===== src/rtl/pc_fetch_register_if.sv =====
// pc_fetch_register_if: fetch-stage PC bus.
// Bundles the stall/redirect inputs, the pc+4 return path from the external
// aligner and the PC-side outputs. With ALIGN_CHECK_EN defined the bus also
// carries the address-alignment fault report (addr_err / bad_addr).
// master = the fetch controller / pipeline side, slave = pc_fetch_register.
interface pc_fetch_register_if;
  logic        stall;
  logic [31:0] pc_plus4;
  logic        branch_taken;
  logic [15:0] branch_offset;
  logic        jump;
  logic [25:0] jump_index;
  logic        jump_reg;
  logic [31:0] jr_addr;
  logic [31:0] pc;
  logic        pc_valid;
  logic        flush;
  logic        redirect_pending;
`ifdef ALIGN_CHECK_EN
  logic        addr_err;
  logic [31:0] bad_addr;

  modport master (
    output stall, pc_plus4, branch_taken, branch_offset,
           jump, jump_index, jump_reg, jr_addr,
    input  pc, pc_valid, flush, redirect_pending, addr_err, bad_addr
  );

  modport slave (
    input  stall, pc_plus4, branch_taken, branch_offset,
           jump, jump_index, jump_reg, jr_addr,
    output pc, pc_valid, flush, redirect_pending, addr_err, bad_addr
  );
`else
  modport master (
    output stall, pc_plus4, branch_taken, branch_offset,
           jump, jump_index, jump_reg, jr_addr,
    input  pc, pc_valid, flush, redirect_pending
  );

  modport slave (
    input  stall, pc_plus4, branch_taken, branch_offset,
           jump, jump_index, jump_reg, jr_addr,
    output pc, pc_valid, flush, redirect_pending
  );
`endif
endinterface


===== src/rtl/pc_fetch_register.sv =====
// pc_fetch_register: program-counter stage of the MIPS fetch path.
// Holds the current PC, drives it to the external +4 aligner and picks the
// next PC from sequential / branch / jump / jump-register sources
// (priority jump_reg > jump > branch_taken). Redirects that arrive while
// stalled are parked in a single pending slot (newest wins) and released on
// the first unstalled edge.
// Optional feature macro: ALIGN_CHECK_EN -- a JR target with [1:0] != 00
// loads EXC_VECTOR instead, pulses addr_err and captures bad_addr.
module pc_fetch_register #(
  parameter logic [31:0] RESET_VECTOR = 32'h0000_0000
`ifdef ALIGN_CHECK_EN
  ,
  parameter logic [31:0] EXC_VECTOR   = 32'h8000_0180
`endif
) (
  input  logic                   clk,
  input  logic                   rst,
  pc_fetch_register_if.slave     bus
);

  // Branch target: sequential PC plus the sign-extended word offset.
  function automatic logic [31:0] branch_target(
    input logic        [31:0] seq_pc,
    input logic signed [15:0] offset
  );
    logic signed [31:0] disp;
    disp = {{14{offset[15]}}, offset, 2'b00};
    return seq_pc + disp;
  endfunction

  // Jump target: keep the 256 MB region of the sequential PC.
  function automatic logic [31:0] jump_target(
    input logic [31:0] seq_pc,
    input logic [25:0] index
  );
    return {seq_pc[31:28], index, 2'b00};
  endfunction

`ifdef ALIGN_CHECK_EN
  // A word fetch address must have its two low bits clear.
  function automatic logic misaligned(input logic [31:0] addr);
    return addr[1:0] != 2'b00;
  endfunction
`endif

  // Architectural state.
  logic [31:0] pc_p0;
  logic        pc_valid_p0;
  logic        flush_p0;
  logic        pend_vld_p0;
  logic [31:0] pend_tgt_p0;
`ifdef ALIGN_CHECK_EN
  logic        pend_jr_p0;
  logic        addr_err_p0;
  logic [31:0] bad_addr_p0;
`endif

  // Redirect decode of the current strobes.
  logic        strobe;
  logic [31:0] strobe_tgt;
`ifdef ALIGN_CHECK_EN
  logic        strobe_jr;
`endif

  // Load selection for the coming edge.
  logic        load;
  logic [31:0] load_tgt;
`ifdef ALIGN_CHECK_EN
  logic        load_jr;
  logic        load_fault;
`endif

  // ---- stage 0: redirect decode (priority jump_reg > jump > branch) ----
  // Resolve coincident strobes to one target; lower priorities are dropped.
  always_comb begin
    strobe     = bus.jump_reg | bus.jump | bus.branch_taken;
    strobe_tgt = branch_target(bus.pc_plus4, bus.branch_offset);
`ifdef ALIGN_CHECK_EN
    strobe_jr  = 1'b0;
`endif
    if (bus.jump_reg) begin
      strobe_tgt = bus.jr_addr;
`ifdef ALIGN_CHECK_EN
      strobe_jr  = 1'b1;
`endif
    end else if (bus.jump) begin
      strobe_tgt = jump_target(bus.pc_plus4, bus.jump_index);
    end
  end

  // ---- stage 0: next-PC source selection ----
  // A live strobe beats a parked redirect; nothing loads while stalled.
  always_comb begin
    load     = 1'b0;
    load_tgt = strobe_tgt;
`ifdef ALIGN_CHECK_EN
    load_jr  = strobe_jr;
`endif
    if (!bus.stall) begin
      if (strobe) begin
        load = 1'b1;
      end else if (pend_vld_p0) begin
        load     = 1'b1;
        load_tgt = pend_tgt_p0;
`ifdef ALIGN_CHECK_EN
        load_jr  = pend_jr_p0;
`endif
      end
    end
`ifdef ALIGN_CHECK_EN
    load_fault = load & load_jr & misaligned(load_tgt);
`endif
  end

  // ---- stage 0 -> p0 register boundary ----
  // PC, pending slot and status flags; reset overrides every other input.
  always_ff @(posedge clk) begin
    if (rst) begin
      pc_p0       <= RESET_VECTOR;
      pc_valid_p0 <= 1'b0;
      flush_p0    <= 1'b0;
      pend_vld_p0 <= 1'b0;
      pend_tgt_p0 <= 32'h0;
`ifdef ALIGN_CHECK_EN
      pend_jr_p0  <= 1'b0;
      addr_err_p0 <= 1'b0;
      bad_addr_p0 <= 32'h0;
`endif
    end else begin
      flush_p0 <= 1'b0;
`ifdef ALIGN_CHECK_EN
      addr_err_p0 <= 1'b0;
`endif
      if (!bus.stall) begin
        pc_valid_p0 <= 1'b1;
        // Either the parked redirect is consumed or a newer strobe overrides it.
        pend_vld_p0 <= 1'b0;
        if (load) begin
          flush_p0 <= 1'b1;
`ifdef ALIGN_CHECK_EN
          if (load_fault) begin
            pc_p0       <= EXC_VECTOR;
            addr_err_p0 <= 1'b1;
            bad_addr_p0 <= load_tgt;
          end else begin
            pc_p0 <= load_tgt;
          end
`else
          pc_p0 <= load_tgt;
`endif
        end else begin
          pc_p0 <= bus.pc_plus4;
        end
      end else if (strobe) begin
        // Stalled: park the newest redirect, overwriting any older one.
        pend_vld_p0 <= 1'b1;
        pend_tgt_p0 <= strobe_tgt;
`ifdef ALIGN_CHECK_EN
        pend_jr_p0  <= strobe_jr;
`endif
      end
    end
  end

  assign bus.pc               = pc_p0;
  assign bus.pc_valid         = pc_valid_p0;
  assign bus.flush            = flush_p0;
  assign bus.redirect_pending = pend_vld_p0;
`ifdef ALIGN_CHECK_EN
  assign bus.addr_err         = addr_err_p0;
  assign bus.bad_addr         = bad_addr_p0;
`endif

endmodule


===== src/flat_wrapper.sv =====
// flat-port wrapper written by rule: the top's interface ports become plain ports
module pc_fetch_register_flat 
#(
  parameter logic [31:0] RESET_VECTOR = 32'h0000_0000

)
  (clk, rst, bus_stall, bus_pc_plus4, bus_branch_taken, bus_branch_offset, bus_jump, bus_jump_index, bus_jump_reg, bus_jr_addr, bus_pc, bus_pc_valid, bus_flush, bus_redirect_pending);
  pc_fetch_register_if bus_i ();
  input  logic clk;
  input  logic rst;
  input wire logic [$bits(bus_i.stall)-1:0] bus_stall;
  input wire logic [$bits(bus_i.pc_plus4)-1:0] bus_pc_plus4;
  input wire logic [$bits(bus_i.branch_taken)-1:0] bus_branch_taken;
  input wire logic [$bits(bus_i.branch_offset)-1:0] bus_branch_offset;
  input wire logic [$bits(bus_i.jump)-1:0] bus_jump;
  input wire logic [$bits(bus_i.jump_index)-1:0] bus_jump_index;
  input wire logic [$bits(bus_i.jump_reg)-1:0] bus_jump_reg;
  input wire logic [$bits(bus_i.jr_addr)-1:0] bus_jr_addr;
  output wire logic [$bits(bus_i.pc)-1:0] bus_pc;
  output wire logic [$bits(bus_i.pc_valid)-1:0] bus_pc_valid;
  output wire logic [$bits(bus_i.flush)-1:0] bus_flush;
  output wire logic [$bits(bus_i.redirect_pending)-1:0] bus_redirect_pending;
  assign bus_i.stall = bus_stall;
  assign bus_i.pc_plus4 = bus_pc_plus4;
  assign bus_i.branch_taken = bus_branch_taken;
  assign bus_i.branch_offset = bus_branch_offset;
  assign bus_i.jump = bus_jump;
  assign bus_i.jump_index = bus_jump_index;
  assign bus_i.jump_reg = bus_jump_reg;
  assign bus_i.jr_addr = bus_jr_addr;
  assign bus_pc = bus_i.pc;
  assign bus_pc_valid = bus_i.pc_valid;
  assign bus_flush = bus_i.flush;
  assign bus_redirect_pending = bus_i.redirect_pending;
  pc_fetch_register #(.RESET_VECTOR(RESET_VECTOR)) u_core (.clk(clk), .rst(rst), .bus(bus_i));
endmodule

===== config.mk =====
export PLATFORM = sky130hd
export DESIGN_NAME = pc_fetch_register_flat
export DESIGN_NICKNAME = d
export VERILOG_FILES = /design/src/rtl/pc_fetch_register_if.sv /design/src/rtl/pc_fetch_register.sv /design/src/flat_wrapper.sv
export SDC_FILE = /design/constraint.sdc
export NUM_CORES = 1
export LEC_CHECK = 0
export CAP_MARGIN = 20
export CORE_ASPECT_RATIO = 0.9
export CORE_MARGIN = 4
export CORE_UTILIZATION = 54
export CTS_BUF_LIST = sky130_fd_sc_hd__clkbuf_2
export CTS_CLUSTER_DIAMETER = 30
export DETAILED_ROUTE_END_ITERATION = 8
export PLACE_DENSITY = 0.95
export SLEW_MARGIN = 20
export SYNTH_ARGS = -nofsm -noshare
export SYNTH_HDL_FRONTEND = slang
export SYNTH_SLANG_ARGS = --single-unit

===== constraint.sdc =====
create_clock -name clk -period 7 [get_ports clk]
set_input_delay 1.75 -clock clk [delete_from_list [all_inputs] [get_ports clk]]
set_output_delay 1.75 -clock clk [all_outputs]
set_load 0.05 [all_outputs]

==> results.yml, run 1 <==
outcome:
  status: "finished, final reports clean"
clock_network:
  cts_resized: 0
  cts_root_buf: "clkbuf_2"
  cts_max_level: 3
  post_cts_buffers: 0
  clk_pin_slew_ns: 0.21
  cts_tree: "built"
  cts_buffers: 9
  clkLatencyLatePin_ns: 0.54
  clk_path_buf_depth: 2
  clock-sinks: 67
  cts_hold_buffers: 0
worst_hold_path:
  worstHoldPathType: "flop to flop"
  min_to: "u_core.pend_tgt_p0[10]"
  worstHoldPathCells: 2
  min-delay-start: "u_core.pend_tgt_p0[10]"
run:
  cap_violations: 0
placed_design:
  dpl_worst_slack_ns: 1.731
  place_hpwl_um: 14480
  place.gp.congestion: 1.009
  port_buffers: 146
timing:
  fin_skew_ns: 0.02235
  worst_pin_slew_ns: 1.134
  setup_viol: 0
  fin_crit_sh_pct: 69.32
  max-slew-margin-rel_pct: 24.14
  slew_viol_final: 0
  tns_ns: 0
  fin_crit_ns: 4.852
  setup_slack_ns: 2.148
  rsz0062_at_grt: "no"
  hold_viol_final: 0
  fmax_ghz: 0.2061
synthesis:
  synth_seq_cells: 67
  syn_nets: 845
  netlist_area_sq_um: 5186
  yosysTopAreaCell: "dfxtp_1"
  synth_warnings: 0
  async_reset_ff_share_pct: 0
  synthFlopType: "dfxtp_1"
  syn_area_per_cell_sq_um: 7.377
  synth.distinct_cells: 66
  synthCells: 703
  yosysSeqAreaShare_pct: 25.86
  synth_top_area_share_pct: 25.86
  synth-edff-count: 0
  synthTopCellsByArea: "dfxtp_1, a21oi_1, ha_1"
global_routing:
  grt_util_met1_pct: 42.54
  grt_pass1_vias: 6276
  grt_use_met3_pct: 6.122
  top_usage_layer: "met2"
  grt_overflow: 0
  grt_usage_pct: 34.48
  grt_max_degree: 57
  antenna_found_initial: 0
  grt_pass1_wl_um: 31300
  grtUsageMet2_pct: 57.02
floorplanning:
  num_rows: 33
  core_area_sq_um: 9249
  die_area_sq_um: 11240
  die_h_um: 101.0
  fp.dieW_um: 111.3
  ios: 147
  start_util_pct: 56.07
critical_path:
  r2r_cells: 7
  startpoint_type: "input port"
  crit_fanout: 24
  r2r_setup_slack_ns: 4.49
  crit_type: "input port to flop"
  reg2reg_from: "u_core.bus.redirect_pending"
  worstPathArrival_ns: 5.34
  reg2reg_to: "u_core.bus.pc[12]"
  endpoint_kind: "flop"
  crit_required_ns: 7.48
finish:
  regArea_sq_um: 1341
  area_delta_synth_final_pct: 31.41
  multi_input_area_sq_um: 3602
  final_util_pct: 73.69
  diodes: 0
  drive_above_1_share_pct: 5.918
  fin_nets: 965
  nFillCells: 752
drt:
  antenna_left: 0
  drt_first_iter_violations: 736
  drt-pass1-iter-count: 6
  wl_per_cell_um: 21.13
  routed_wl_um: 20070
  viasPerCell: 6.531
  vias: 6204
  drc: 0
pwr:
  p_leak_uw: 0.002717
  ir_drop_v: 0.00008714
  p_per_area_nw_per_um2: 169.7
## power by group
group          switching (uW)  leakage, uW  internal [uW]
logic                     281      0.00209            200
registers                17.5     0.000553            413
clock network             160    0.0000758           84.7
## critical path, stage by stage
cell,delay (ns)
clkdlybuf4s50_1,1.14
clkinv_1,0.58
nand2_1,0.49
nor2_1,0.12
nand2_1,0.52
o21ai_0,0.17
o21ai_0,0.26
a32oi_1,0.15
o21ai_1,0.13
## flip-flops by register name, summed over array words and instances (netlist names)
signal and count:
u_core.pend_tgt_p0 32, u_core.bus.pc 32, u_core.bus.flush 1, u_core.bus.redirect_pending 1, u_core.bus.pc_valid 1
## placed cells by master (no fill, tap or decap), drive strengths merged, types with 6 or more instances in the layout
master and instances:
clkinv 6, clkdlybuf4s50 145, o21a 8, o211ai 15, xnor2 12, nor3 18
dfxtp 67, a211oi 19, nand2 77, a21oi 77, and2 6, o21bai 8
nand3 8, nor2b 9, a221oi 6, or3 6, nor2 81, inv 14
nand2b 9, mux2i 16, o221ai 8, buf 13, nand3b 9, o22ai 6
clkbuf 10, ha 29, o31ai 6, o21ai 56, xor2 8, a21o 23
## cell type report
type,count,area share (%)
Clock buffer,10,0.7343
Clock inverter,6,0.9730
Inverter,15,0.8261
Multi-Input combinational cell,572,52.85
Sequential cell,67,19.68
Tap cell,122,2.240
Timing Repair Buffer,158,22.69
## cells in the mapped netlist, drive strengths merged, types with 2 or more instances
cell	number
a211oi	19
o21bai	8
a2111oi	2
o221ai	8
or3	6
nor3	18
nor2	81
o22ai	6
a21o	23
a22oi	4
mux2i	16
and3	4
nor2b	9
a21oi	77
o211ai	15
xnor2	12
nand2b	9
a32oi	2
nand2	77
xor2	8
o31ai	6
ha	29
o311ai	2
nand3	8
buf	7
a221o	3
dfxtp	67
and2	6
or2	3
inv	14
nor4	3
nand4	4
o21ai	56
clkbuf	42
a22o	3
o41ai	3
o211a	2
mux2	4
a221oi	6
o21a	8
nand3b	9
## per-layer routing
| layer | routed length (um) | vias up |
|---|---|---|
| met5 | 0 | - |
| met4 | 783 | 0 |
| li1 | - | 2818 |
| met3 | 2163 | 82 |
| met1 | 7802 | 2832 |
| met2 | 9326 | 472 |
## kinds of logic (layout without fill, tap and decap cells)
| group | count (synthesis) | after routing | share of synthesized area (%) |
|---|---|---|---|
| xor+xnor | 20 | 20 | 3.378 |
| mux | 20 | 20 | 3.956 |
| compound gates | 264 | 264 | 33.82 |
| buf+inv | 64 | 189 | 4.728 |
| flops | 67 | 67 | 25.86 |
| fa+ha+maj | 30 | 30 | 7.382 |
| simple gates | 238 | 238 | 20.87 |
## stage by stage
step | hold WS (ns) | area, sq um | total power, uW | instances
floorplan | 0.4161 | 5186 | 727.8 | 703
global placement | 0.4323 | 6699 | 892.0 | 934
detailed placement | 0.4401 | 6699 | 904.1 | 934
CTS | 0.4757 | 6815 | 1142 | 950
global route | 0.5056 | 6815 | 1202 | 950
finish | 0.4765 | 6815 | 1157 | 950
## how the worst max path moves through the flow
stage                                startpoint                endpoint  cells past startpoint
after floorplan            bus_branch_offset[0]  u_core.pend_tgt_p0[22]                     11
after global placement    bus_branch_offset[15]  u_core.pend_tgt_p0[31]                     11
after detailed placement               bus_jump       u_core.bus.pc[31]                      9
after CTS                              bus_jump       u_core.bus.pc[31]                      9
after global routing                   bus_jump       u_core.bus.pc[31]                      9
final                                  bus_jump       u_core.bus.pc[31]                      9
(Power assumes the default switching activity.)
==> run 2: changes to the inputs <==
--- a/config.mk
+++ b/config.mk
@@ -8,11 +8,11 @@
 export CAP_MARGIN = 20
 export CORE_ASPECT_RATIO = 0.9
 export CORE_MARGIN = 4
-export CORE_UTILIZATION = 54
+export CORE_UTILIZATION = 45
 export CTS_BUF_LIST = sky130_fd_sc_hd__clkbuf_2
 export CTS_CLUSTER_DIAMETER = 30
 export DETAILED_ROUTE_END_ITERATION = 8
-export PLACE_DENSITY = 0.95
+export PLACE_DENSITY = 0.87
 export SLEW_MARGIN = 20
 export SYNTH_ARGS = -nofsm -noshare
 export SYNTH_HDL_FRONTEND = slang
==> constraint.sdc (replaced) <==
create_clock -name clk -period 3.95 [get_ports clk]
set_input_delay 0.9875 -clock clk [delete_from_list [all_inputs] [get_ports clk]]
set_output_delay 0.9875 -clock clk [all_outputs]
set_load 0.05 [all_outputs]
==> run 2 against run 1 <==
First-iteration DRC count fell by 17%. Critical endpoint is now u_core.pend_tgt_p0[22]. Highest routed layer unchanged. Global-route usage is 6.8 points lower. Largest power group unchanged. Combinational power up 82%.
==> results.yml, run 2 (synthesis results as in run 1) <==
global_routing:
  grt_pass1_wl_um: 29060
  grt_overflow: 0
  grt_usage_pct: 27.72
  grt_max_degree: 34
  antenna_found_initial: 0
  grt_pass1_vias: 5732
critical_path:
  endpoint_kind: "flop"
  crit_fanout: 2
  startpoint_type: "input port"
  crit_type: "input port to flop"
  r2r_cells: 7
  reg2reg_from: "u_core.bus.redirect_pending"
  crit_path_start: "bus_pc_plus4[2]"
  endpoint: "u_core.pend_tgt_p0[22]"
  crit_required_ns: 4.47
  worstPathArrival_ns: 4.24
  r2r_setup_slack_ns: 1.61
  reg2reg_to: "u_core.bus.pc[12]"
finish:
  drive_above_1_share_pct: 9.700
  fin_nets: 1003
  diodes: 0
  final_common_cell: "clkdlybuf4s50_1"
  mostFrequentLayoutCells: "clkdlybuf4s50_1, nor2_1, nand2_1"
  design_area_sq_um: 7147
  area_delta_synth_final_pct: 37.80
floorplanning:
  start_util_pct: 47.00
  num_rows: 36
  die_h_um: 109.8
  core_area_sq_um: 11040
  die_area_sq_um: 13310
  fp.dieW_um: 121.2
  ios: 147
placed_design:
  port_buffers: 146
  placed_area_sq_um: 7019
  place.gp.congestion: 0.9904
  dpl_worst_slack_ns: -0.3066
  place_hpwl_um: 14000
drt:
  drt-pass1-iter-count: 6
  drc: 0
  drt_first_iter_violations: 611
  vias: 6017
  antenna_left: 0
  viasPerCell: 5.911
  wl_per_cell_um: 18.39
  routed_wl_um: 18730
timing:
  fin_skew_ns: 0.01364
  worst_pin_slew_ns: 0.8528
  fmax_ghz: 0.2690
  setup_viol: 0
  max-slew-margin-rel_pct: 42.94
  slew_viol_final: 0
  setup_slack_ns: 0.2320
  fin_crit_ns: 3.718
  hold_viol_final: 0
  rsz0062_at_grt: "no"
  fin_crit_sh_pct: 94.13
clock_network:
  cts_tree: "built"
  cts_resized: 0
  clk_path_buf_depth: 2
  clk_pin_slew_ns: 0.19
  cts_hold_buffers: 0
  clkLatencyLatePin_ns: 0.56
  cts_max_level: 3
  post_cts_buffers: 0
  cts_root_buf: "clkbuf_2"
  cts_buffers: 9
  clock-sinks: 67
worst_hold_path:
  min-delay-start: "u_core.bus.pc_valid"
  worstHoldPathType: "flop to flop"
pwr:
  p_per_area_nw_per_um2: 294.6
  p_leak_uw: 0.002903
  ir_drop_v: 0.0002023
run:
  cap_violations: 0
outcome:
  status: "finished, final reports clean"
[run 2: cell count changes in the layout (fill, tap and decap cells not counted)]
cell | before | now
clkbuf_2 | 10 | 9
clkinv_2 | 2 | 3
clkinv_4 | 3 | 0
clkinv_1 | 1 | 3
bufinv_16 | 1 | 2
nor2b_2 | 1 | 0
buf_4 | 12 | 50
nor2b_1 | 8 | 9
[run 2: final cells by class]
cell class / instances / area [sq um]
clock buffer: 9 / 45.04
clock inverter: 7 / 82.58
fill: 950 / 3889
inverter: 15 / 56.30
multi-input combinational: 572 / 3600
sequential: 67 / 1341
tap: 152 / 190.2
timing repair buffer: 196 / 1832
[run 2: critical path, cell delays in order]
cell and delay, ns:
clkdlybuf4s50_1 0.42, ha_1 0.23, fa_1 0.41, a21oi_1 0.20, o21ai_1 0.15, a2111o_1 0.47, a21oi_2 0.21, a211oi_2 0.11
a311oi_2 0.35, xor2_1 0.14, a2111oi_0 0.44, a21o_1 0.12
[run 2: worst min-delay path by stage]
stage | endpoint | cells after the start | slack [ns]
floorplan | u_core.pend_tgt_p0[30] | 2 | 0.42
global placement | u_core.pend_tgt_p0[30] | 2 | 0.43
detailed placement | u_core.pend_tgt_p0[29] | 2 | 0.44
CTS | u_core.bus.pc_valid | 2 | 0.46
global route | u_core.pend_tgt_p0[30] | 2 | 0.48
finish | u_core.bus.pc_valid | 2 | 0.46
[run 2: metal layers]
layer	vias up	part of all wire, %	track usage [%]
met5	-	0	0
met4	0	2.1	8.960
li1	2903	-	-
met2	361	45	44.74
met1	2715	41	36.77
met3	38	11	6.533
[run 2: metrics by stage]
stage	std cells	utilization, %	hold WS [ns]	power (uW)	TNS (ns)
floorplan	703	-	0.4161	1290	0
global placement	1002	63.61	0.4331	1623	-0.6186
detailed placement	1002	63.61	0.4392	1633	-0.9363
CTS	1018	64.76	0.4629	2095	0
global route	1018	64.76	0.4818	2211	0
finish	1018	64.76	0.4599	2105	0
[run 2: report_power, final]
part           switching [uW]  internal, uW
Sequential               28.3           731
Combinational             488           389
Clock                     266           202
Total                     783          1320
